[config.mk]
export PLATFORM = sky130hd
export DESIGN_NAME = lc3b_byte_lane
export DESIGN_NICKNAME = d
export VERILOG_FILES = /design/src/rtl/lc3b_types.sv /design/src/rtl/lc3b_byte_lane.sv
export SDC_FILE = /design/constraint.sdc
export NUM_CORES = 1
export LEC_CHECK = 0
export CAP_MARGIN = 30
export CORE_MARGIN = 4
export CORE_UTILIZATION = 19
export DETAILED_ROUTE_END_ITERATION = 6
export PLACE_DENSITY = 0.77
export SLEW_MARGIN = 0
export SYNTH_ARGS = -nofsm -noshare
export SYNTH_HDL_FRONTEND = slang
export SYNTH_SLANG_ARGS = --single-unit
[constraint.sdc]
create_clock -name vclk -period 1.03
set_input_delay 0.2575 -clock vclk [all_inputs]
set_output_delay 0.2575 -clock vclk [all_outputs]
set_load 0.02 [all_outputs]
[src/rtl/lc3b_types.sv]
`default_nettype none
// ============================================================================
//  Package     : lc3b_types
//  Description : Shared types for the lc3b MEM stage: memory-op class,
//                access-controller state encoding and byte-enable constants.
//  Revision    : 1.0  initial release
// ============================================================================
package lc3b_types;

    // Load/store class of the instruction sitting in MEM
    typedef enum logic [2:0] {
        MOP_NONE = 3'd0,
        MOP_LDW  = 3'd1,
        MOP_LDB  = 3'd2,
        MOP_STW  = 3'd3,
        MOP_STB  = 3'd4,
        MOP_LDI  = 3'd5,
        MOP_STI  = 3'd6
    } mem_op_t;

    // Access sequencer states
    typedef enum logic [1:0] {
        IDLE = 2'd0,
        ACC1 = 2'd1,
        ACC2 = 2'd2,
        DONE = 2'd3
    } mem_state_t;

    localparam logic [1:0] BE_WORD = 2'b11;

    // True for op codes that start a memory sequence (unused code 7 is ignored)
    function automatic logic op_is_access(input logic [2:0] op);
        return (op >= 3'd1) && (op <= 3'd6);
    endfunction

    // True for ops whose final access returns data to the register file
    function automatic logic op_is_read(input mem_op_t op);
        return (op == MOP_LDW) || (op == MOP_LDB) || (op == MOP_LDI);
    endfunction

endpackage
`default_nettype wire

[src/rtl/lc3b_byte_lane.sv]
`default_nettype none
// ============================================================================
//  Module      : lc3b_byte_lane
//  Description : Combinational byte-lane steering. Selects and zero-extends
//                the addressed byte for LDB, replicates the low source byte
//                for STB and produces the matching write byte enables.
//  Revision    : 1.0  initial release
// ============================================================================
module lc3b_byte_lane
    import lc3b_types::*;
(
    input  logic        i_byte_op,
    input  logic        i_sel_hi,
    input  logic [15:0] i_rdata,
    input  logic [15:0] i_wdata,
    output logic [15:0] o_ld_value,
    output logic [15:0] o_wdata,
    output logic [1:0]  o_byte_en
);

    logic [7:0] w_sel_byte;

    assign w_sel_byte = i_sel_hi ? i_rdata[15:8] : i_rdata[7:0];

    // Byte ops steer a single lane; word ops pass straight through
    always_comb begin
        o_ld_value = i_rdata;
        o_wdata    = i_wdata;
        o_byte_en  = BE_WORD;
        if (i_byte_op) begin
            o_ld_value = {8'h00, w_sel_byte};
            o_wdata    = {i_wdata[7:0], i_wdata[7:0]};
            o_byte_en  = i_sel_hi ? 2'b10 : 2'b01;
        end
    end

endmodule
`default_nettype wire

## After elaboration in Yosys (flattened, before gate mapping)

Cells that the tools add are included.

| storage, ports and cells | value |
|---|---|
| register bits after elaboration | 0 |
| input port bits | 34 |
| word-level logic and storage cells | 5 |

| cells by class | value |
|---|---|
| muxes and demuxes | 5 |

Operators by type and width:

| cell | number |
|---|---|
| 16-bit 2-to-1 mux | 2 |
| 8-bit 2-to-1 mux | 1 |
| 2-bit 2-to-1 mux | 2 |

## Longest topological paths before layout

| depth | value |
|---|---|
| depth in word-level cells | 2 |
| depth in mapped cells | 3 |

## Worst setup path before layout

Ideal clock, no wire load.

| timing | value |
|---|---|
| path kind | input to output |
| start point | in i_byte_op |
| end point | out o_wdata[14] |
| arrival | 0.853 ns |
| data required time | 0.772 ns |
| slack | -0.080 ns |
| stages | 3 |
| buffers on the path | 2 |
| path through | buf_6 > buf_6 > mux2_4 |

| between the ends | value |
|---|---|
| word-level cells in the longest chain between the ends | 1 |

Ends and longest elaborated chain:

| what | line | RTL |
|---|---|---|
| start, declared | lc3b_byte_lane.sv:12 | `input logic i_byte_op,` |
| 16-bit 2-to-1 mux | lc3b_byte_lane.sv:30 | `if (i_byte_op) begin` |
| end, declared | lc3b_byte_lane.sv:17 | `output logic [15:0] o_wdata,` |

No other way between the ends.

## Worst setup path after layout

| timing | value |
|---|---|
| start point | in i_byte_op |
| end point | out o_ld_value[3] |

| between the ends | value |
|---|---|
| word-level cells in the longest chain between the ends | 1 |

Ends and longest elaborated chain:

| what | line | RTL |
|---|---|---|
| 16-bit 2-to-1 mux | lc3b_byte_lane.sv:30 |  |
| end, declared | lc3b_byte_lane.sv:16 | `output logic [15:0] o_ld_value,` |

No other way between the ends.

==> impl_metrics.env <==
export IMPL_status="finished, violations left"
export IMPL_violations="negative setup slack"
export IMPL_hpwl_mm=1.40
export IMPL_post_drt_via_cell_ratio=4.04
export IMPL_synth_compound_area_share_pct=0
export IMPL_yosysWarnings=0
export IMPL_die_area_um2=2740
export IMPL_first_pass_iters=1
export IMPL_grt_pass1_wl_mm=2.46
export IMPL_core_area_um2=1800
export IMPL_syn_num_nets=70
export IMPL_cp_arrival_ns=1.05
export IMPL_min_from="i_wdata[6]"
export IMPL_drcViolationCount=0
export IMPL_grt_pass1_vias=575
export IMPL_wl_per_cell_um=13.8
export IMPL_synth_xor_area_share_pct=0
export IMPL_syn_to_final_growth_pct=204
export IMPL_ir_drop_v=0.000278
export IMPL_drv_cap=0
export IMPL_io_pins=68
export IMPL_yosys_area_share_simple_pct=20.5
export IMPL_drive_gt1_share_pct=62.4
export IMPL_flops_and_latches=0
export IMPL_min_to="o_wdata[6]"
export IMPL_drv_slew=0
export IMPL_leakagePower_nw=0.596
export IMPL_start_util_pct=20.7
export IMPL_worst_ep_required_time_ns=0.77
export IMPL_min_period_over_period_pct=127
export IMPL_crit_path_max_fanout=7
export IMPL_period_needed_ns=1.31
export IMPL_synth_distinct_cells=7
export IMPL_syn_area_per_cell_um2=10.4
export IMPL_ant_nets=0
export IMPL_whs_path_depth=2
export IMPL_postPlaceCellArea_um2=1050
export IMPL_diodes=0
export IMPL_synthAdderAreaFrac_pct=0
export IMPL_hold_viol_final=0
export IMPL_top_layer="met3"
export IMPL_die_y_um=52.3
export IMPL_synthesis_area_um2=373
export IMPL_end_kind="output port"
export IMPL_final_util_pct=62.9
export IMPL_postRouteWirelength_mm=1.74
export IMPL_hold_class="primary input to output port"
export IMPL_num_rows=15
export IMPL_setup_viol=25
export IMPL_met2_length_um=922
export IMPL_wl_met1_um=546
export IMPL_layout_nets=137
export IMPL_io_buffers=68
export IMPL_mostFrequentLayoutCells="32 x dlygate4sd2_1, 22 x buf_6, 16 x mux2_4, 8 x buf_4, 6 x clkdlybuf4s15_2"
export IMPL_rsz0062_at_grt="yes"
export IMPL_yosysSeqAreaShare_pct=0
export IMPL_seq_area_um2=0
export IMPL_die_x_um=52.3
export IMPL_antenna_found_initial=0
export IMPL_drt_iter0_drc=0
export IMPL_muxShareOfSynthArea_pct=57.4
export IMPL_relSlewSlack_pct=86.8
export IMPL_gp_congestion=0.575
export IMPL_worst_slack_ns=-0.276
export IMPL_fillers=176
export IMPL_fin_area_um2=1130
export IMPL_fmax_ghz=0.766
export IMPL_wl_met3_um=269
export IMPL_final_common_cell="dlygate4sd2_1"
export IMPL_worst_pin_slew_ns=0.198
export IMPL_overflow=0
export IMPL_grt_max_degree=8
export IMPL_crit_type="primary input to output port"
export IMPL_grt_use_total_pct=11.6
export IMPL_vias=509
export IMPL_p_per_area_nw_per_um2=511
export IMPL_syn_inst=36
export IMPL_clock_buffers=0
export IMPL_synth_top_family_by_area="multiplexers"
export IMPL_start_kind="primary input"
==> worst max-delay path by stage <==
| stage | start | endpoint | slack, ns | depth (start not counted) |
|---|---|---|---|---|
| after CTS | i_byte_op | o_ld_value[0] | -0.28 | 5 |
| after detailed placement | i_byte_op | o_ld_value[4] | -1.11 | 5 |
| final | i_byte_op | o_ld_value[3] | -0.28 | 5 |
| after global routing | i_byte_op | o_ld_value[0] | -0.29 | 5 |
| after floorplan | i_byte_op | o_ld_value[0] | -0.06 | 3 |
| after global placement | i_byte_op | o_ld_value[5] | -1.09 | 5 |
==> worst max-delay path, stage by stage <==
cell and delay, ns:
buf_8 0.11, buf_12 0.14, nand2_8 0.10, mux2_4 0.31, buf_6 0.13
==> metrics by stage <==
stage / std cells / setup TNS, ns / total power [mW] / setup WS, ns / hold WS [ns]
2_1_floorplan: 36 / -0.972 / 0.261 / -0.0649 / 0.594
3_3_place_gp: 123 / -30.37 / 0.550 / -1.09 / 1.47
3_5_place_dp: 123 / -30.68 / 0.556 / -1.11 / 1.47
4_1_cts: 126 / -4.35 / 0.574 / -0.279 / 0.944
5_1_grt: 126 / -4.66 / 0.607 / -0.292 / 0.929
6_report: 126 / -4.18 / 0.579 / -0.276 / 0.911
==> area by class of cell <==
type	count	area [um2]	area share, %
Tap cell	25	31.3	2.76
Timing Repair Buffer	74	743	65.6
Multi-Input combinational cell	27	359	31.7
==> routing by layer <==
metal | vias to the layer above | global-route usage, %
li1 | 246 | -
met3 | 0 | 3.99
met1 | 222 | 9.93
met5 | - | 0
met2 | 41 | 25.8
met4 | 0 | 0
==> repair_timing <==
action | in CTS | in global routing
endpoints found under the setup margin | 34 | 28
cloned | 2 | 0
gates resized for setup | 229 | 10
buffers inserted | 1 | 0
pin swaps | 1 | 0
endpoints found under the hold margin | 0 | 0
hold buffers | 0 | 0
==> synthesized netlist by cell type <==
library cell	n	area, um2
nand2b_1	1	6.26
mux2_2	7	78.8
buf_6	2	22.5
buf_4	8	60.1
nand2_8	1	20.0
nor2b_1	8	50.1
mux2_4	9	135
==> where the power goes <==
group	internal [mW]	total [mW]	switching, mW
Combinational	0.335	0.579	0.244
Clock	0	0	0
Sequential	0	0	0
Total	0.335	0.579	0.244
==> cell families (layout without fill, tap and decap cells) <==
| logic type | count (synthesis) | after routing |
|---|---|---|
| muxes | 16 | 16 |
| and+or+nand+nor | 10 | 11 |
| buffers and inverters | 10 | 74 |
(Power assumes the default switching activity.)
